===== config.mk =====
export PLATFORM = sky130hd
export DESIGN_NAME = cla_adder_sched
export DESIGN_NICKNAME = d
export VERILOG_FILES = /design/src/rtl/cla_adder_sched.sv
export SDC_FILE = /design/constraint.sdc
export NUM_CORES = 1
export LEC_CHECK = 0
export CORE_ASPECT_RATIO = 0.75
export CORE_UTILIZATION = 35
export CTS_CLUSTER_SIZE = 24
export DETAILED_ROUTE_END_ITERATION = 12
export MAX_ROUTING_LAYER = met4
export PLACE_DENSITY = 0.73
export SYNTH_ARGS = -nofsm -noshare
export SYNTH_HDL_FRONTEND = slang
export SYNTH_SLANG_ARGS = --single-unit

===== constraint.sdc =====
create_clock -name clk -period 3.3 [get_ports clk]
set_clock_uncertainty 0.2 [all_clocks]
set_input_delay 0.66 -clock clk [delete_from_list [all_inputs] [get_ports clk]]
set_output_delay 0.66 -clock clk [all_outputs]
set_load 0.01 [all_outputs]

===== src/rtl/cla_adder_sched.sv =====
// Round-robin scheduler sharing one carry-in-less W-bit adder between NREQ requesters.
// Add takes one adder pass; subtract takes two (A + ~B, then +1).
module cla_adder_sched #(
  parameter int unsigned NREQ = 4,
  parameter int unsigned W    = 32,
  parameter int unsigned IDW  = 2
) (
  input  logic              clk,
  input  logic              rst_n,
  input  logic [NREQ-1:0]   req_valid,
  output logic [NREQ-1:0]   req_ready,
  input  logic [NREQ*W-1:0] req_a,
  input  logic [NREQ*W-1:0] req_b,
  input  logic [NREQ-1:0]   req_sub,
  output logic [W-1:0]      add_a,
  output logic [W-1:0]      add_b,
  input  logic [W-1:0]      add_s,
  input  logic              add_cout,
  output logic              rsp_valid,
  input  logic              rsp_ready,
  output logic [IDW-1:0]    rsp_id,
  output logic [W-1:0]      rsp_sum,
  output logic              rsp_cout,
  output logic              busy
);

  typedef enum logic [1:0] {IDLE, PASS1, PASS2, RESP} state_t;

  state_t          state, state_d;
  logic [IDW-1:0]  ptr, ptr_d;
  logic [IDW-1:0]  grant, idx;
  logic            grant_vld;
  logic            sub_q, sub_d;
  logic            c1_q, c1_d;
  logic [W-1:0]    sel_a, sel_b;
  logic            sel_sub;
  logic [W-1:0]    add_a_d, add_b_d, rsp_sum_d;
  logic [IDW-1:0]  rsp_id_d;
  logic            rsp_cout_d, rsp_valid_d, busy_d;

  // Round-robin search starting one past the last accepted requester
  always_comb begin
    grant     = ptr;
    grant_vld = 1'b0;
    idx       = '0;
    for (int unsigned k = 1; k <= NREQ; k++) begin
      idx = IDW'((32'(ptr) + k) % NREQ);
      if (!grant_vld && req_valid[idx]) begin
        grant     = idx;
        grant_vld = 1'b1;
      end
    end
  end

  // Operand select for the granted requester
  always_comb begin
    sel_a   = '0;
    sel_b   = '0;
    sel_sub = 1'b0;
    for (int unsigned i = 0; i < NREQ; i++) begin
      if (grant == IDW'(i)) begin
        sel_a   = req_a[i*W +: W];
        sel_b   = req_b[i*W +: W];
        sel_sub = req_sub[i];
      end
    end
  end

  // Ready is combinational so the handshake lands in the same cycle as valid
  always_comb begin
    req_ready = '0;
    if (rst_n && state == IDLE && grant_vld)
      req_ready = NREQ'(1) << grant;
  end

  always_ff @(posedge clk or negedge rst_n) begin
    if (!rst_n) begin
      state     <= IDLE;
      ptr       <= IDW'(NREQ - 1);
      sub_q     <= 1'b0;
      c1_q      <= 1'b0;
      add_a     <= '0;
      add_b     <= '0;
      rsp_sum   <= '0;
      rsp_id    <= '0;
      rsp_cout  <= 1'b0;
      rsp_valid <= 1'b0;
      busy      <= 1'b0;
    end else begin
      state     <= state_d;
      ptr       <= ptr_d;
      sub_q     <= sub_d;
      c1_q      <= c1_d;
      add_a     <= add_a_d;
      add_b     <= add_b_d;
      rsp_sum   <= rsp_sum_d;
      rsp_id    <= rsp_id_d;
      rsp_cout  <= rsp_cout_d;
      rsp_valid <= rsp_valid_d;
      busy      <= busy_d;
    end
  end

  // Next state and next register values
  always_comb begin
    state_d    = state;
    ptr_d      = ptr;
    sub_d      = sub_q;
    c1_d       = c1_q;
    add_a_d    = add_a;
    add_b_d    = add_b;
    rsp_sum_d  = rsp_sum;
    rsp_id_d   = rsp_id;
    rsp_cout_d = rsp_cout;
    unique case (state)
      IDLE: begin
        if (grant_vld) begin
          state_d  = PASS1;
          ptr_d    = grant;
          rsp_id_d = grant;
          sub_d    = sel_sub;
          add_a_d  = sel_a;
          add_b_d  = sel_sub ? ~sel_b : sel_b;
        end
      end
      PASS1: begin
        if (sub_q) begin
          // Second pass supplies the missing carry-in of the two's complement
          add_a_d = add_s;
          add_b_d = W'(1);
          c1_d    = add_cout;
          state_d = PASS2;
        end else begin
          rsp_sum_d  = add_s;
          rsp_cout_d = add_cout;
          state_d    = RESP;
        end
      end
      PASS2: begin
        rsp_sum_d  = add_s;
        rsp_cout_d = c1_q | add_cout;
        state_d    = RESP;
      end
      RESP: begin
        if (rsp_ready) state_d = IDLE;
      end
      default: state_d = IDLE;
    endcase
    rsp_valid_d = (state_d == RESP);
    busy_d      = (state_d != IDLE);
  end

endmodule


Word-level counts from Yosys, hierarchy flattened
Index checks and enable logic that the tools add are counted.

Bits of input ports: 300. Logic and storage cells: 93. Flip-flop bits (word level): 107. Output and inout bits: 105.

Bitwise operators: 2. $lt $le $gt $ge: 4. Equal/unequal tests: 10. Shift operators: 1. Add/sub/neg operators: 4. Reduce and logical (&&, ||, !) cells: 17. Muxes and demuxes: 44.

Operators by type and width (number): 32-bit two-way mux (14); 32-bit case mux with 2 select lines (3); 32-bit NOT (1); 1-bit two-way mux (14); 2-bit by 3-bit less-than comparator with 1-bit output (second input constant) (4); 2-bit two-way mux (6); 2-bit equality test (second input constant) (5); 1-bit binary-select mux with 2-bit select (4); 2-bit case mux with 4 select lines (1); 2-bit != test (second input constant) (3); 2-bit AND reduction (3); 2-bit nonzero test (3); 1-bit logical AND (5); 2-bit by 1-bit adder with 2-bit output (second input constant) (2); 2-bit adder (second input constant) (2); 2-bit by 1-bit equality test with 1-bit output (second input constant) (2); 2-bit zero test (2); 4-bit two-way mux (1); 1-bit by 2-bit left shift with 4-bit output (first input constant) (1); 1-bit zero test (3); 3-bit AND reduction (1); 1-bit case mux with 2 select lines (1); 1-bit bitwise OR (1).

Logic depth before layout (Yosys ltp)
Gate-level depths: netlist (run 1).

Depth after elaboration: 22. Depth in mapped cells: 8.

Least setup slack after synthesis (run 1)
OpenSTA, ideal clock, no wires.

Path kind: input port to output port. From: in req_valid[3]. To: out req_ready[0]. Arrival time: 1.891 ns. Slack: 0.549 ns. Buffers on the path: 2. Stages on the path: 6. Cell sequence: buf_2 > nor4_4 > nor3_1 > clkbuf_1 > nand2_1 > nor2_1.

Word-level cells in the longest chain between the ends: 14. Elaborated cells between the ends (all ways): 25. Classes of those cells: shift: 1; mux: 17; reduce/logical: 7.

Ends and longest elaborated chain: from (decl) (RTL line 10) `input logic [NREQ-1:0] req_valid,`; 1-bit binary-select mux with 2-bit select (RTL line 48) `if (!grant_vld && req_valid[idx]) begin`; 1-bit two-way mux (not written as such) (RTL line 48); 1-bit two-way mux (RTL line 48); 1-bit zero test (RTL line 48); 1-bit logical AND (RTL line 48); 1-bit two-way mux (RTL line 48); 1-bit zero test (RTL line 48); 1-bit logical AND (RTL line 48); 1-bit two-way mux (RTL line 48); 1-bit zero test (RTL line 48); 1-bit logical AND (RTL line 48); 2-bit two-way mux or 1-bit two-way mux (tied branches) (RTL line 48); 1-bit by 2-bit left shift with 4-bit output or 1-bit logical AND (tied branches) (RTL line 73, 72); 4-bit two-way mux * (RTL line 72) `if (rst_n && state == IDLE && grant_vld)`; to (decl) (RTL line 11) `output logic [NREQ-1:0] req_ready,`.

Mark *: on every way between the ends. The rest lies on a longest branch, timed or not. The select of a mux whose other input is x is not followed.

Worst setup path in the final report (run 1)
From: in req_valid[3]. To: out req_ready[3].

Same word-level chain as after synthesis.

==> results.cfg, run 1 <==
[run_status]
status = completed

[detailed_routing]
first_pass_iters = 7
route.detailed.drc = 0
vias_per_cell = 5.42
routedWlPerCell_um = 20.8
vias = 8163
detail_route.iter0.violations = 544
antenna_violating_nets_post_route = 0
drt_wl_total_um = 31400

[finish]
finalNonFillerCells = 1507
final_common_cell = sky130_fd_sc_hd__clkdlybuf4s50_1
finish.net_count = 1515
antenna_cells_inserted = 0
syn_to_final_growth_pct = 62.1
multi_input_comb_area_um2 = 4630
drive_above_1_share = 0.132
n_fill_cell = 1897
final_util = 0.584
most_frequent_cells_in_the_layout = sky130_fd_sc_hd__clkdlybuf4s50_1 (395), sky130_fd_sc_hd__dfrtp_1 (105), sky130_fd_sc_hd__xor2_1 (95)
seq_area_um2 = 2680

[grt]
vias_in_the_first_global_route = 8396
busiest_layer = met2
grt_max_degree = 66
grt_first_pass_wirelength_um = 48100
globalRouteMet1Util = 0.361
grt_remaining_overflow = 0
track_usage = 0.284
grt_antenna_before_repair = 0
grtUsageMet3 = 0.0654
grtUsageMet2 = 0.463

[synthesis]
synth.mux.area_fraction = 0.0574
synth_fp_nets = 1129
synth-main-ff-cell = sky130_fd_sc_hd__dfrtp_1
avgSynthCellArea_um2 = 9.28
synthCells = 829
count_of_state_elements_after_synthesis = 107
ys_top_cells_by_area = sky130_fd_sc_hd__dfrtp_1 (34%), sky130_fd_sc_hd__xor2_1 (11%), sky130_fd_sc_hd__mux2_2 (4.8%)
cell_type_with_the_largest_total_area_after_synthesis = sky130_fd_sc_hd__dfrtp_1
yosys.cell_types.count = 58
synth-compound-area-share = 0.269
post_synth_xor_xnor_area = 0.146
postSynth.asyncResetShare = 1.00
yosysSeqAreaShare = 0.348
area_share_of_fa_ha_maj_cells_after_synthesis = 0
synth-edff-count = 0
post-synth-top-area-fraction = 0.342
share_of_synthesized_cell_area_in_and_or_nand_and_nor_gates = 0.125
yosysWarnings = 0
largest_family_of_logic_cells_by_synthesized_area = compound AO/OA/AOI/OAI gates
post_synth_instance_area_um2 = 7690

[floorplan]
floorplan.initialDensity = 0.360
placeableCoreArea_um2 = 21400
row_count = 46
top_level_port_count = 405
design.die.area_um2 = 22600
die_width_um = 173
die_y_um = 130

[clock_network]
cts.root.buffer_cell = sky130_fd_sc_hd__clkbuf_16
tritoncts = yes
clk_pin_slew_ps = 80
clock_tree.htree_level_count = 3
clk_latency_ps = 350
post_cts_resize_count = 5
number_of_buffers_inserted_during_clock_tree_synthesis = 9
cts.path.max_buffers = 2
cts.hold.buffers_added = 0
cts_num_sinks = 107
post_cts_setup_buffer_count = 0

[critical_path]
worst_ep_arrival_ps = 2330
setup.reg_to_reg.worst_slack_ps = 780
crit_path_end_kind = output port
criticalPathCategory = input pin to output port
worst-path-max-fanout = 3
worst_ep_required_time_ps = 2440
nature_of_the_critical_path_startpoint = input pin

[placement]
io_buffers = 404
place_ws_ps = -164
gpl.final_weighted_congestion = 0.888
dp.final_hpwl_um = 23200
dpl.cell_count = 1492

[timing]
finalHoldViolations = 0
max_slew.worst_pin.slew_ps = 910
fmax_mhz = 314
timing.final.setup_violations = 0
finalWorstSetupSlack_ps = 113
post-route-period-util = 0.966
grt_setup_unrepaired = no
finalWorstPathRequiredPeriod_ps = 3190
fin_setup_tns_ps = 0
timing_max_transition_violations_final = 0
worst_slew_margin_rel = 0.393

[power_and_ir_drop]
vdd_ir_drop_max_uv = 424
static-leakage-power_nw = 4.98
power.total_w = 0.00909
powerDensity_nw_per_um2 = 729

[job]
drv_cap = 0

[min_path]
hold_path.class = input pin to async pin
## through the flow
| stage | hold slack [ps] | area (um2) |
|---|---|---|
| 6_report | 221 | 12500 |
| 5_1_grt | 259 | 12500 |
| 3_3_place_gp | 275 | 12200 |
| 2_1_floorplan | 164 | 7690 |
| 4_1_cts | 239 | 12500 |
| 3_5_place_dp | 282 | 12200 |
## logic make-up (layout without fill, tap and decap cells)
logic type / count (synthesis) / count (layout)
muxes: 40 / 40
DFF: 107 / 107
AOI/OAI and AO/OA: 280 / 280
buffers and inverters: 84 / 474
xor gates and xnor gates: 128 / 128
and+or+nand+nor: 190 / 190
## final timing paths
kind	cells past startpoint	from	endpoint
worst min-delay path	2	rst_n	rsp_sum[31]$_DFFE_PN0P_
min in group clk	2	add_b[7]$_DFFE_PN0P_	add_b[7]$_DFFE_PN0P_
max in group asynchronous	3	rst_n	rsp_sum[19]$_DFFE_PN0P_
worst max register to register	7	ptr[0]$_DFFE_PN1P_	add_a[4]$_DFFE_PN0P_
worst min register to register	2	add_b[7]$_DFFE_PN0P_	add_b[7]$_DFFE_PN0P_
worst max-delay path	7	req_valid[3]	req_ready[3]
## sequential cells by signal, indices dropped and copies added, names as in the netlist, 2 cells and up
name / count
rsp_id: 2
state: 2
rsp_sum: 32
add_b: 32
ptr: 2
add_a: 32
## per-layer routing
metal / wire length (um) / up-vias
met3: 2330 / 39
met5: 0 / -
li1: - / 3792
met1: 13600 / 3968
met4: 478 / 0
met2: 15000 / 364
## cells in the mapped netlist (6+ instances only)
cell and number:
sky130_fd_sc_hd__a41oi_1 9, sky130_fd_sc_hd__o211ai_2 27, sky130_fd_sc_hd__nand3_1 43, sky130_fd_sc_hd__a21boi_0 6, sky130_fd_sc_hd__nor2_1 53, sky130_fd_sc_hd__clkbuf_1 39, sky130_fd_sc_hd__buf_2 26, sky130_fd_sc_hd__a21oi_1 51
sky130_fd_sc_hd__a221oi_1 7, sky130_fd_sc_hd__buf_6 6, sky130_fd_sc_hd__o221ai_1 25, sky130_fd_sc_hd__o211ai_1 36, sky130_fd_sc_hd__or3_1 8, sky130_fd_sc_hd__o21ai_1 38, sky130_fd_sc_hd__xor2_1 95, sky130_fd_sc_hd__nand2_1 39
sky130_fd_sc_hd__and3_1 22, sky130_fd_sc_hd__a31o_1 11, sky130_fd_sc_hd__a21boi_1 9, sky130_fd_sc_hd__mux2i_1 7, sky130_fd_sc_hd__mux2_2 33, sky130_fd_sc_hd__dfrtp_1 105, sky130_fd_sc_hd__xnor2_1 33, sky130_fd_sc_hd__o21ai_0 34
sky130_fd_sc_hd__buf_4 6
## power by group
group / switching (W) / internal [W] / leakage [nW] / total, W
combinational: 0.00283 / 0.00279 / 3.56 / 0.00562
sequential: 0.000428 / 0.00195 / 1.28 / 0.00238
clock: 0.000568 / 0.000528 / 0.140 / 0.00110
## critical path, cell delays in order
cell                              delay [ps]
sky130_fd_sc_hd__clkdlybuf4s50_1         450
sky130_fd_sc_hd__buf_4                   170
sky130_fd_sc_hd__and3b_1                 200
sky130_fd_sc_hd__a2111oi_4               370
sky130_fd_sc_hd__a21o_4                  140
sky130_fd_sc_hd__nor2_1                   40
sky130_fd_sc_hd__dlygate4sd2_1           300
## final cells by class
class                      instances  area share
inverter                           2    0.000602
clock inverter                     6     0.00502
clock buffer                       9      0.0181
sequential                       107       0.215
timing repair buffer             457       0.361
multi-input combinational        638       0.372
tap                              288      0.0289
Power figures use the tool's default switching activity.
==> run 2, diff against run 1 <==
--- a/config.mk
+++ b/config.mk
@@ -5,12 +5,15 @@
 export SDC_FILE = /design/constraint.sdc
 export NUM_CORES = 1
 export LEC_CHECK = 0
+export CELL_PAD_IN_SITES_DETAIL_PLACEMENT = 0
+export CELL_PAD_IN_SITES_GLOBAL_PLACEMENT = 1
 export CORE_ASPECT_RATIO = 0.75
-export CORE_UTILIZATION = 35
+export CORE_UTILIZATION = 31
 export CTS_CLUSTER_SIZE = 24
 export DETAILED_ROUTE_END_ITERATION = 12
+export GPL_ROUTABILITY_DRIVEN = 0
 export MAX_ROUTING_LAYER = met4
-export PLACE_DENSITY = 0.73
+export PLACE_DENSITY_LB_ADDON = 0.1
 export SYNTH_ARGS = -nofsm -noshare
 export SYNTH_HDL_FRONTEND = slang
 export SYNTH_SLANG_ARGS = --single-unit
==> run 2 against run 1 <==
- setup slack better by 27 ps
- hold slack improved by 78 ps
- cell count rose by 3.1%
- critical endpoint unchanged
- global-route usage is 2.8 points lower
- largest power group unchanged
- critical path depth down 1
- non-clock buffer count is the same
- highest routed layer unchanged
- utilization shrank 6.3 points
==> results.cfg, run 2 (synthesis results as in run 1) <==
[floorplan]
top_level_port_count = 405
die_width_um = 184
row_count = 49
placeableCoreArea_um2 = 24200
die_y_um = 138
design.die.area_um2 = 25500
floorplan.initialDensity = 0.318

[clock_network]
cts.root.buffer_cell = sky130_fd_sc_hd__clkbuf_16
cts.hold.buffers_added = 0
clk_pin_slew_ps = 70
clk_latency_ps = 360
number_of_buffers_inserted_during_clock_tree_synthesis = 9
clock_tree.htree_level_count = 3
cts_num_sinks = 107
tritoncts = yes
cts.path.max_buffers = 2

[critical_path]
nature_of_the_critical_path_startpoint = input pin
worst_ep_required_time_ps = 2440
criticalPathCategory = input pin to output port
reg2regPathDepth = 7
worst_ep_arrival_ps = 2300
crit_path_end_kind = output port
worst-path-max-fanout = 6

[detailed_routing]
dr_wl_met3_um = 2140
detail_route.iter0.violations = 360
route.detailed.drc = 0
met1Wirelength_um = 14200
vias = 7930
top_layer = met4
routedWlPerCell_um = 20.6
antenna_violating_nets_post_route = 0
drt_wl_total_um = 31900
first_pass_iters = 5
vias_per_cell = 5.11
met2WireLength_um = 15000

[job]
drv_cap = 0

[grt]
grt_first_pass_wirelength_um = 48500
track_usage = 0.256
grt_antenna_before_repair = 2
grt_remaining_overflow = 0
vias_in_the_first_global_route = 8028
grt_max_degree = 63

[power_and_ir_drop]
static-leakage-power_nw = 5.02
powerDensity_nw_per_um2 = 733
vdd_ir_drop_max_uv = 451

[placement]
dpl.cell_count = 1535
io_buffers = 404
dp.final_hpwl_um = 23400

[timing]
worst_slew_margin_rel = 0.411
grt_setup_unrepaired = no
finalWorstPathRequiredPeriod_ps = 3160
post-route-period-util = 0.958
timing.hold.ws_ps = 299
timing.final.setup_violations = 0
fmax_mhz = 316
finalHoldViolations = 0
timing_max_transition_violations_final = 0
max_slew.worst_pin.slew_ps = 884

[finish]
finish.net_count = 1515
syn_to_final_growth_pct = 63.5
most_frequent_cells_in_the_layout = sky130_fd_sc_hd__clkdlybuf4s50_1 (394), sky130_fd_sc_hd__dfrtp_1 (105), sky130_fd_sc_hd__xor2_1 (95)
final_common_cell = sky130_fd_sc_hd__clkdlybuf4s50_1
finalNonFillerCells = 1553
top_regs = add_a x32, add_b x32, rsp_sum x32
drive_above_1_share = 0.134

[run_status]
status = completed

[min_path]
hold_path.class = register to register
hold_depth = 2
run 2: cell types whose count changed in the layout (fill, tap and decap cells not counted), sizes merged:
cell	change
clkbuf	+1
diode	+2
bufinv	+2
clkinv	-4
dlymetal6s2s	+1
clkdlybuf4s50	-1
inv	+2
run 2: path summary, 6_finish.rpt:
| path | startpoint | endpoint | slack [ps] |
|---|---|---|---|
| max | req_valid[0] | req_ready[3] | 140 |
| min | add_b[18]$_DFFE_PN0P_ | add_b[18]$_DFFE_PN0P_ | 300 |
| max reg2reg | ptr[0]$_DFFE_PN1P_ | add_a[15]$_DFFE_PN0P_ | 830 |
| min reg2reg | add_b[18]$_DFFE_PN0P_ | add_b[18]$_DFFE_PN0P_ | 300 |
| max in group asynchronous | rst_n | rsp_sum[24]$_DFFE_PN0P_ | 1380 |
| min in group asynchronous | rst_n | add_a[14]$_DFFE_PN0P_ | 340 |
run 2: critical path, cell delays in order:
cell and delay [ps]:
sky130_fd_sc_hd__clkdlybuf4s50_1 560, sky130_fd_sc_hd__and4bb_2 280, sky130_fd_sc_hd__a2111oi_4 320, sky130_fd_sc_hd__a21o_4 140, sky130_fd_sc_hd__nor2_1 30, sky130_fd_sc_hd__dlygate4sd2_1 290
run 2: layout make-up:
class / count / area [um2]
repair buffers: 457 / 4490
clock buffers: 10 / 239
flip-flops and latches: 107 / 2680
clock inverters: 6 / 105
well taps: 331 / 414
fillers: 2333 / 11600
inverters: 2 / 7.51
multi-input cells: 638 / 4640
diodes: 2 / 5.00
run 2: what timing repair did:
action                                  in CTS  in global routing
buffers inserted                             0                  0
pin swaps                                    0                  0
endpoints found under the setup margin       4                  1
gates resized for setup                      5                  1
run 2: where the power goes:
group | switching [W] | internal, W
Sequential | 0.000398 | 0.00195
Clock | 0.000575 | 0.000706
Combinational | 0.00279 | 0.00280
Total | 0.00376 | 0.00546
run 2: metal layers:
metal	track usage	vias up
li1	-	3791
met3	0.0530	34
met4	0.0596	0
met1	0.332	3825
met2	0.409	280
met5	-	-
run 2: stage by stage:
step	worst slack, ps	area, um2	setup TNS, ps	utilization	total power (W)
after floorplan	549	7690	0	-	0.00531
after global placement	-140	12200	-291	0.506	0.00795
after detailed placement	-149	12200	-380	0.506	0.00800
after CTS	65.1	12600	0	0.520	0.00932
after global routing	60.8	12600	0	0.521	0.00984
final	140	12600	0	0.521	0.00922
==> run 3, diff against run 2 <==
--- a/config.mk
+++ b/config.mk
@@ -8,7 +8,7 @@
 export CELL_PAD_IN_SITES_DETAIL_PLACEMENT = 0
 export CELL_PAD_IN_SITES_GLOBAL_PLACEMENT = 1
 export CORE_ASPECT_RATIO = 0.75
-export CORE_UTILIZATION = 31
+export CORE_UTILIZATION = 30
 export CTS_CLUSTER_SIZE = 24
 export DETAILED_ROUTE_END_ITERATION = 12
 export GPL_ROUTABILITY_DRIVEN = 0
==> run 3 against run 2 <==
- die area is 3.3% higher
- clock power shrank 5%
- first-iteration DRC count shrank 13%
- clock-buffer cell count down 1
- cell count rose by 0.19%
- hold slack got worse by 49 ps
- utilization is 2.0 points lower
- final area fell by 0.11%
- register-to-register slack got worse by 80 ps
- total power decreased by 0.27%
- global-route usage decreased by 0.36 points
- via count up 0.66%
- critical path type unchanged
==> results.cfg, run 3 (synthesis results as in run 1) <==
[timing]
finalWorstSetupSlack_ps = 203
fin_setup_tns_ps = 0
worst_slew_margin_rel = 0.417
finalWorstPathRequiredPeriod_ps = 3100
timing.final.setup_violations = 0
fmax_mhz = 323
finalHoldViolations = 0
grt_setup_unrepaired = no
max_slew.worst_pin.slew_ps = 871
timing_max_transition_violations_final = 0
post-route-period-util = 0.938

[critical_path]
beginning_of_the_worst_register_to_register_path = ptr[0]$_DFFE_PN1P_
setup.reg_to_reg.worst_slack_ps = 750
worst_ep_required_time_ps = 2440
worstSetupStartpoint = req_valid[1]
nature_of_the_critical_path_startpoint = input pin
r2r_end = add_b[0]$_DFFE_PN0P_
criticalPathCategory = input pin to output port
crit_path_end_kind = output port
worst-path-max-fanout = 4
worst_ep_arrival_ps = 2240
reg2regPathDepth = 6
setup.worst_path.end = req_ready[3]

[grt]
grt_first_pass_wirelength_um = 49400
grt_max_degree = 56
grt_remaining_overflow = 0
vias_in_the_first_global_route = 7992
grt_antenna_before_repair = 2
track_usage = 0.253

[power_and_ir_drop]
vdd_ir_drop_max_uv = 332
powerDensity_nw_per_um2 = 732
static-leakage-power_nw = 4.99

[clock_network]
number_of_buffers_inserted_during_clock_tree_synthesis = 9
clock_tree.htree_level_count = 3
cts_num_sinks = 107
clk_pin_slew_ps = 90
cts.hold.buffers_added = 0
post_cts_resize_count = 8
clk_latency_ps = 370
cts.path.max_buffers = 2
cts.root.buffer_cell = sky130_fd_sc_hd__clkbuf_16
post_cts_setup_buffer_count = 0
tritoncts = yes

[detailed_routing]
routedWlPerCell_um = 21.0
first_pass_iters = 4
antenna_violating_nets_post_route = 0
vias_per_cell = 5.13
route.detailed.drc = 0
vias = 7982
drt_wl_total_um = 32700
detail_route.iter0.violations = 314

[floorplan]
top_level_port_count = 405
die_width_um = 187
floorplan.initialDensity = 0.307
design.die.area_um2 = 26300
row_count = 50
placeableCoreArea_um2 = 25100
die_y_um = 141

[min_path]
hold_path.class = input pin to async pin

[run_status]
status = completed

[finish]
most_frequent_cells_in_the_layout = sky130_fd_sc_hd__clkdlybuf4s50_1 (393), sky130_fd_sc_hd__dfrtp_1 (105), sky130_fd_sc_hd__xor2_1 (95)
syn_to_final_growth_pct = 63.3
top_regs = add_a x32, add_b x32, rsp_sum x32
finish.net_count = 1511
final_common_cell = sky130_fd_sc_hd__clkdlybuf4s50_1
drive_above_1_share = 0.130

[placement]
place_ws_ps = -191
dp.final_hpwl_um = 23900
io_buffers = 404

[job]
drv_cap = 0
## run 3: cell type report
type,count,area (um2)
timing repair buffer,453,4490
clock inverter,7,91.3
inverter,2,7.51
antenna,2,5.00
clock buffer,9,225
multi-input combinational,638,4640
sequential,107,2680
tap,338,423
fill,2351,12500
## run 3: how the worst min path moves through the flow
| stage | slack [ps] | from | depth (start not counted) | endpoint |
|---|---|---|---|---|
| after CTS | 270 | rst_n | 2 | add_a[18]$_DFFE_PN0P_ |
| after floorplan | 160 | rst_n | 0 | add_a[0]$_DFFE_PN0P_ |
| after detailed placement | 280 | rsp_id[0]$_DFFE_PN0P_ | 1 | rsp_id[0]$_DFFE_PN0P_ |
| final | 250 | rst_n | 2 | rsp_cout$_DFFE_PN0P_ |
| after global routing | 300 | rst_n | 2 | rsp_cout$_DFFE_PN0P_ |
| after global placement | 270 | add_a[6]$_DFFE_PN0P_ | 2 | add_a[6]$_DFFE_PN0P_ |
## run 3: stage by stage
| step | std cells | utilization | cell area (um2) | power [W] | hold slack [ps] |
|---|---|---|---|---|---|
| 3_5_place_dp | 1538 | 0.488 | 12200 | 0.00805 | 279 |
| 2_1_floorplan | 829 | - | 7690 | 0.00531 | 164 |
| 6_report | 1556 | 0.501 | 12600 | 0.00919 | 250 |
| 4_1_cts | 1554 | 0.501 | 12600 | 0.00930 | 273 |
| 3_3_place_gp | 1538 | 0.488 | 12200 | 0.00801 | 272 |
| 5_1_grt | 1556 | 0.501 | 12600 | 0.00980 | 296 |
## run 3: worst max-delay path, stage by stage
cell                              delay (ps)
sky130_fd_sc_hd__clkdlybuf4s50_1         530
sky130_fd_sc_hd__and4bb_2                260
sky130_fd_sc_hd__a2111oi_4               320
sky130_fd_sc_hd__a21o_4                  140
sky130_fd_sc_hd__nor2_1                   30
sky130_fd_sc_hd__dlygate4sd2_1           300
## run 3: metal layers
metal | wire [um] | vias to the layer above | GRT usage | part of all wire
met5 | 0 | - | - | 0
met3 | 2130 | 26 | 0.0612 | 0.065
li1 | - | 3781 | - | -
met1 | 15000 | 3905 | 0.328 | 0.46
met2 | 15200 | 270 | 0.397 | 0.46
met4 | 453 | 0 | 0.0569 | 0.014
## run 3: power by group
part           total (W)  internal (W)  switching (W)
registers        0.00237       0.00195       0.000421
clock network    0.00121      0.000610       0.000602
logic            0.00561       0.00280        0.00281
total            0.00919       0.00536        0.00383
